[src/rtl/fetch_queue.sv]
// Instruction prefetch queue between fetch and decode: a circular buffer of
// {instr, pc2} entries with redirect flush and HALT lock. Optional macro FETCHQ_BYPASS_EN.
module fetch_queue #(
  parameter int DEPTH = 4,
  parameter int CW    = 3
) (
  input  logic          clk,
  input  logic          rst,
  input  logic          in_valid,
  input  logic [15:0]   in_instr,
  input  logic [15:0]   in_pc2,
  output logic          in_ready,
  output logic          out_valid,
  output logic [15:0]   out_instr,
  output logic [15:0]   out_pc2,
  input  logic          out_ready,
  input  logic          flush,
  output logic          halted,
  output logic [CW-1:0] count
);

  localparam int AW = $clog2(DEPTH);
  localparam logic [15:0] NOP_INSTR = 16'h0800;

  // Handshake: a transfer happens on a rising edge where valid && ready are both
  // high; valid never waits on ready, and the sender holds data while valid && !ready.

  logic [15:0]   instr_mem [DEPTH];
  logic [15:0]   pc2_mem   [DEPTH];
  logic [AW-1:0] rd_ptr;
  logic [AW-1:0] wr_ptr;
  logic [CW-1:0] cnt;
  logic          halt_q;

  logic full;
  logic empty;
  logic byp;
  logic push;
  logic pop;
  logic store;
  logic take;
  logic is_halt;

  assign full     = (cnt == CW'(DEPTH));
  assign empty    = (cnt == '0);
  assign in_ready = !full && !halt_q && !flush;
  assign is_halt  = (in_instr[15:11] == 5'b00000);

`ifdef FETCHQ_BYPASS_EN
  // An arriving word may be shown directly when nothing is queued ahead of it.
  assign byp = empty && in_valid && in_ready && !rst;
`else
  assign byp = 1'b0;
`endif

  assign out_valid = !flush && (!empty || byp);
  assign push      = in_valid && in_ready;
  assign pop       = out_valid && out_ready;
  // A bypassed word consumed in the same cycle never touches storage.
  assign store     = push && !(byp && pop);
  assign take      = pop && !byp;

  always_comb begin
    out_instr = NOP_INSTR;
    out_pc2   = 16'h0000;
    if (out_valid) begin
      if (byp) begin
        out_instr = in_instr;
        out_pc2   = in_pc2;
      end else begin
        out_instr = instr_mem[rd_ptr];
        out_pc2   = pc2_mem[rd_ptr];
      end
    end
  end

  always_ff @(posedge clk) begin
    if (rst || flush) begin
      rd_ptr <= '0;
      wr_ptr <= '0;
      cnt    <= '0;
      halt_q <= 1'b0;
    end else begin
      if (store) wr_ptr <= wr_ptr + AW'(1);
      if (take)  rd_ptr <= rd_ptr + AW'(1);
      case ({store, take})
        2'b10:   cnt <= cnt + CW'(1);
        2'b01:   cnt <= cnt - CW'(1);
        default: cnt <= cnt;
      endcase
      if (push && is_halt) halt_q <= 1'b1;
    end
  end

  // Entry storage is deliberately left unreset; only pointers define contents.
  always_ff @(posedge clk) begin
    if (!rst && store) begin
      instr_mem[wr_ptr] <= in_instr;
      pc2_mem[wr_ptr]   <= in_pc2;
    end
  end

  assign halted = halt_q;
  assign count  = cnt;

endmodule

[config.mk]
export PLATFORM = sky130hd
export DESIGN_NAME = fetch_queue
export DESIGN_NICKNAME = d
export VERILOG_FILES = /design/src/rtl/fetch_queue.sv
export SDC_FILE = /design/constraint.sdc
export NUM_CORES = 1
export LEC_CHECK = 0
export ABC_AREA = 1
export BUFFER_PORTS_ARGS = -buffer_cell sky130_fd_sc_hd__buf_2
export CORE_MARGIN = 10
export CORE_UTILIZATION = 50
export CTS_BUF_LIST = sky130_fd_sc_hd__clkbuf_2
export CTS_CLUSTER_DIAMETER = 30
export DETAILED_ROUTE_END_ITERATION = 16
export PLACE_DENSITY = 0.76
export SYNTH_ARGS = -nofsm -noshare
export SYNTH_HDL_FRONTEND = slang
export SYNTH_SLANG_ARGS = --single-unit
[constraint.sdc]
create_clock -name clk -period 3.8 [get_ports clk]
set_input_delay 0.57 -clock clk [delete_from_list [all_inputs] [get_ports clk]]
set_output_delay 0.57 -clock clk [all_outputs]
set_load 0.005 [all_outputs]
==> impl_metrics.yaml <==
critical_path:
  crit_type: "flop to output port"
  path_delay_family: "buffers and inverters"
  worstPathMaxFanout: 64
  start_kind: "flop"
  crit_path_end_kind: "output port"
  cp_cell_sequence: "inv_2 -> o21ai_0 -> a21oi_1 -> buf_2"
  rr_worst_depth: 11
  crit_slowest_cell: "inv_2"
  slowest_delay_ns: 0.78
  worst_r2r_endpoint: "count[2]$_SDFFE_PP0P_"
  r2r-start: "count[1]$_SDFFE_PP0P_"
  worst-path-buf-inv: 2
  worstPathArrival_ns: 2.63
  rrSetupSlack_ns: 1.84
  cp.required_ns: 3.23
layout:
  drive_gt1_share_pct: 22.1
  final_cells: 691
  n_antenna_cell: 0
  final_net_count: 581
  nFillCells: 911
  mostFrequentLayoutCell: "nor2_1"
  fin_util_pct: 57.9
  final_area_um2: 6300
  area_growth_syn_to_layout_pct: 12.5
  final_cell_mix: "nor2_1, edfxtp_1, buf_2, o21ai_1, a21oi_1"
synthesis:
  ys_warn_count: 0
  ys_seq_area_share_pct: 72.2
  yosys_register_bits: 138
  synth_top_area_share_pct: 68.6
  postSynthAreaPerCell_um2: 12.3
  synth_fp_nets: 498
  synth_area_leaders: "edfxtp_1, nor2_1, o21ai_1"
  netlist_area_um2: 5600
  netlist_instances: 455
  synth_cell_type_count: 23
  synth.largest_area_cell: "edfxtp_1"
drt:
  via_count: 3610
  drtPass1Iterations: 4
  drc: 0
  drt_iter0_markers: 197
  wirelength_mm: 11.4
  via_per_inst: 5.22
  antenna_left: 0
  wire_per_inst_um: 16.6
hold_path:
  hold_start: "in_pc2[7]"
  holdPathEnd: "pc2_mem[2][7]$_DFFE_PP_"
  hp-class: "primary input to flop"
  hold_depth: 1
global_route:
  grt_pass1_wl_mm: 18.3
  grt_pass1_vias: 3616
  grt_start_max_net_pins: 65
  grt_usage_pct: 14.6
  grt_remaining_overflow: 0
  antenna_found_initial: 0
clocking:
  tritoncts: "done"
  cts_max_path_buffers: 2
  clkLatencyLatePin_ns: 0.66
  cts-root-buf: "clkbuf_2"
  cts_hold_buf: 0
  ctsResizeCount: 0
  clk_pin_slew_worst_paths_ns: 0.20
  numCtsBuffers: 17
  clock_sinks: 138
  htreeDepth: 4
  post_cts_buffers: 0
sta:
  worst_pin_slew_ns: 0.989
  drv_slew: 0
  finalSetupTns_ns: 0
  slew_headroom_pct: 33.9
  setup_ws_ns: 0.600
  finalHoldViolCount: 0
  finalSetupViolations: 0
  clock.fmax_mhz: 313
  skew_ns: 0.0211
  rsz0062_at_grt: "no"
  fin_crit_sh_pct: 84.2
  final.min_clock_period_ns: 3.20
power_and_ir_drop:
  leakage_nw: 2.37
  vdd_drop_max_mv: 0.249
  p_per_area_nw_per_um2: 432
placed_design:
  place_area_um2: 6020
  dp_slack_ns: 1.19
  io_buffer_count: 74
  place_congestion: 0.740
  hpwl_mm: 7.13
  dpl.cell_count: 658
die:
  ios: 75
  core_area_um2: 10900
  die_h_um: 126
  initial_core_util_pct: 51.5
  num_rows: 38
  die_area_um2: 15800
  die_w_um: 126
run_status:
  status: "complete, no violations"
flow_run:
  drv_cap: 0
-- metal layers --
metal | share of wire (%) | GRT usage [%] | vias up
li1 | - | - | 1757
met1 | 42 | 16.9 | 1723
met2 | 50 | 24.6 | 113
met3 | 6.3 | 5.33 | 17
met4 | 1.0 | 4.62 | 0
met5 | 0 | 0 | -
-- worst max path at each step --
stage                      from                        end  slack [ns]  cells past startpoint
after floorplan           flush  instr_mem[0][0]$_DFFE_PP_        0.04                      3
after global placement    flush               out_instr[9]        1.25                      6
after detailed placement  flush              out_instr[14]        1.19                      6
after CTS                  flop              out_instr[15]        0.52                      4
after global routing       flop              out_instr[15]        0.27                      4
final                      flop              out_instr[15]        0.60                      4
-- cells in the mapped netlist --
cell type and instances:
nand4_1 1, nor3b_1 4, buf_2 7, ha_1 5, nand3_1 1, buf_12 6
nand3b_1 1, fa_1 1, inv_1 15, dfxtp_1 10, inv_2 1, o21ai_0 24
o21ai_1 42, clkbuf_2 4, buf_4 1, buf_6 4, clkbuf_4 1, edfxtp_1 128
nand3_2 1, nand2_1 20, nor2_1 140, and2_1 1, a21oi_1 37
-- worst reg2reg max path, stage by stage (launching register included) --
cell     delay [ns]
dfxtp_1        0.37
nor2_1         0.15
nand2_1        0.09
nand3_2        0.22
ha_1           0.19
inv_1          0.07
fa_1           0.38
a21oi_1        0.14
o21ai_0        0.11
nand2_1        0.07
nand2_1        0.04
nor2_1         0.09
-- state kept, by name, indices dropped and copies added (netlist names), named ones only --
| signal | cells |
|---|---|
| pc2_mem | 64 |
| rd_ptr | 2 |
| halted | 1 |
| count | 3 |
| wr_ptr | 2 |
| instr_mem | 64 |
-- layout make-up --
cell class | count | area, um^2 | share of cell area, %
clock inverter | 13 | 174 | 2.76
sequential | 138 | 4050 | 64.2
inverter | 16 | 60.1 | 0.953
timing repair buffer | 87 | 470 | 7.46
tap | 140 | 175 | 2.78
multi-input combinational | 278 | 1280 | 20.4
clock buffer | 19 | 95.1 | 1.51
-- logic make-up (layout without fill, tap and decap cells) --
| kind of cell | Yosys count | count (layout) | share of synthesized area (%) |
|---|---|---|---|
| compound gates | 103 | 103 | 9.20 |
| fa+ha+maj | 6 | 6 | 1.47 |
| buf+inv | 39 | 135 | 5.27 |
| flops | 138 | 138 | 72.2 |
| simple gates | 169 | 169 | 11.9 |
-- where the power goes --
group / internal (mW) / switching [mW]
Combinational: 0.0394 / 0.0701
Sequential: 1.67 / 0.00583
Clock: 0.432 / 0.499
-- metrics by stage --
step / total power, mW / hold slack [ns]
final: 2.72 / 0.101
after global routing: 2.83 / 0.00179
after CTS: 2.75 / 0.0223
after detailed placement: 1.82 / 0.494
after global placement: 1.82 / 0.486
after floorplan: 1.76 / 0.469
(Power assumes the default switching activity.)
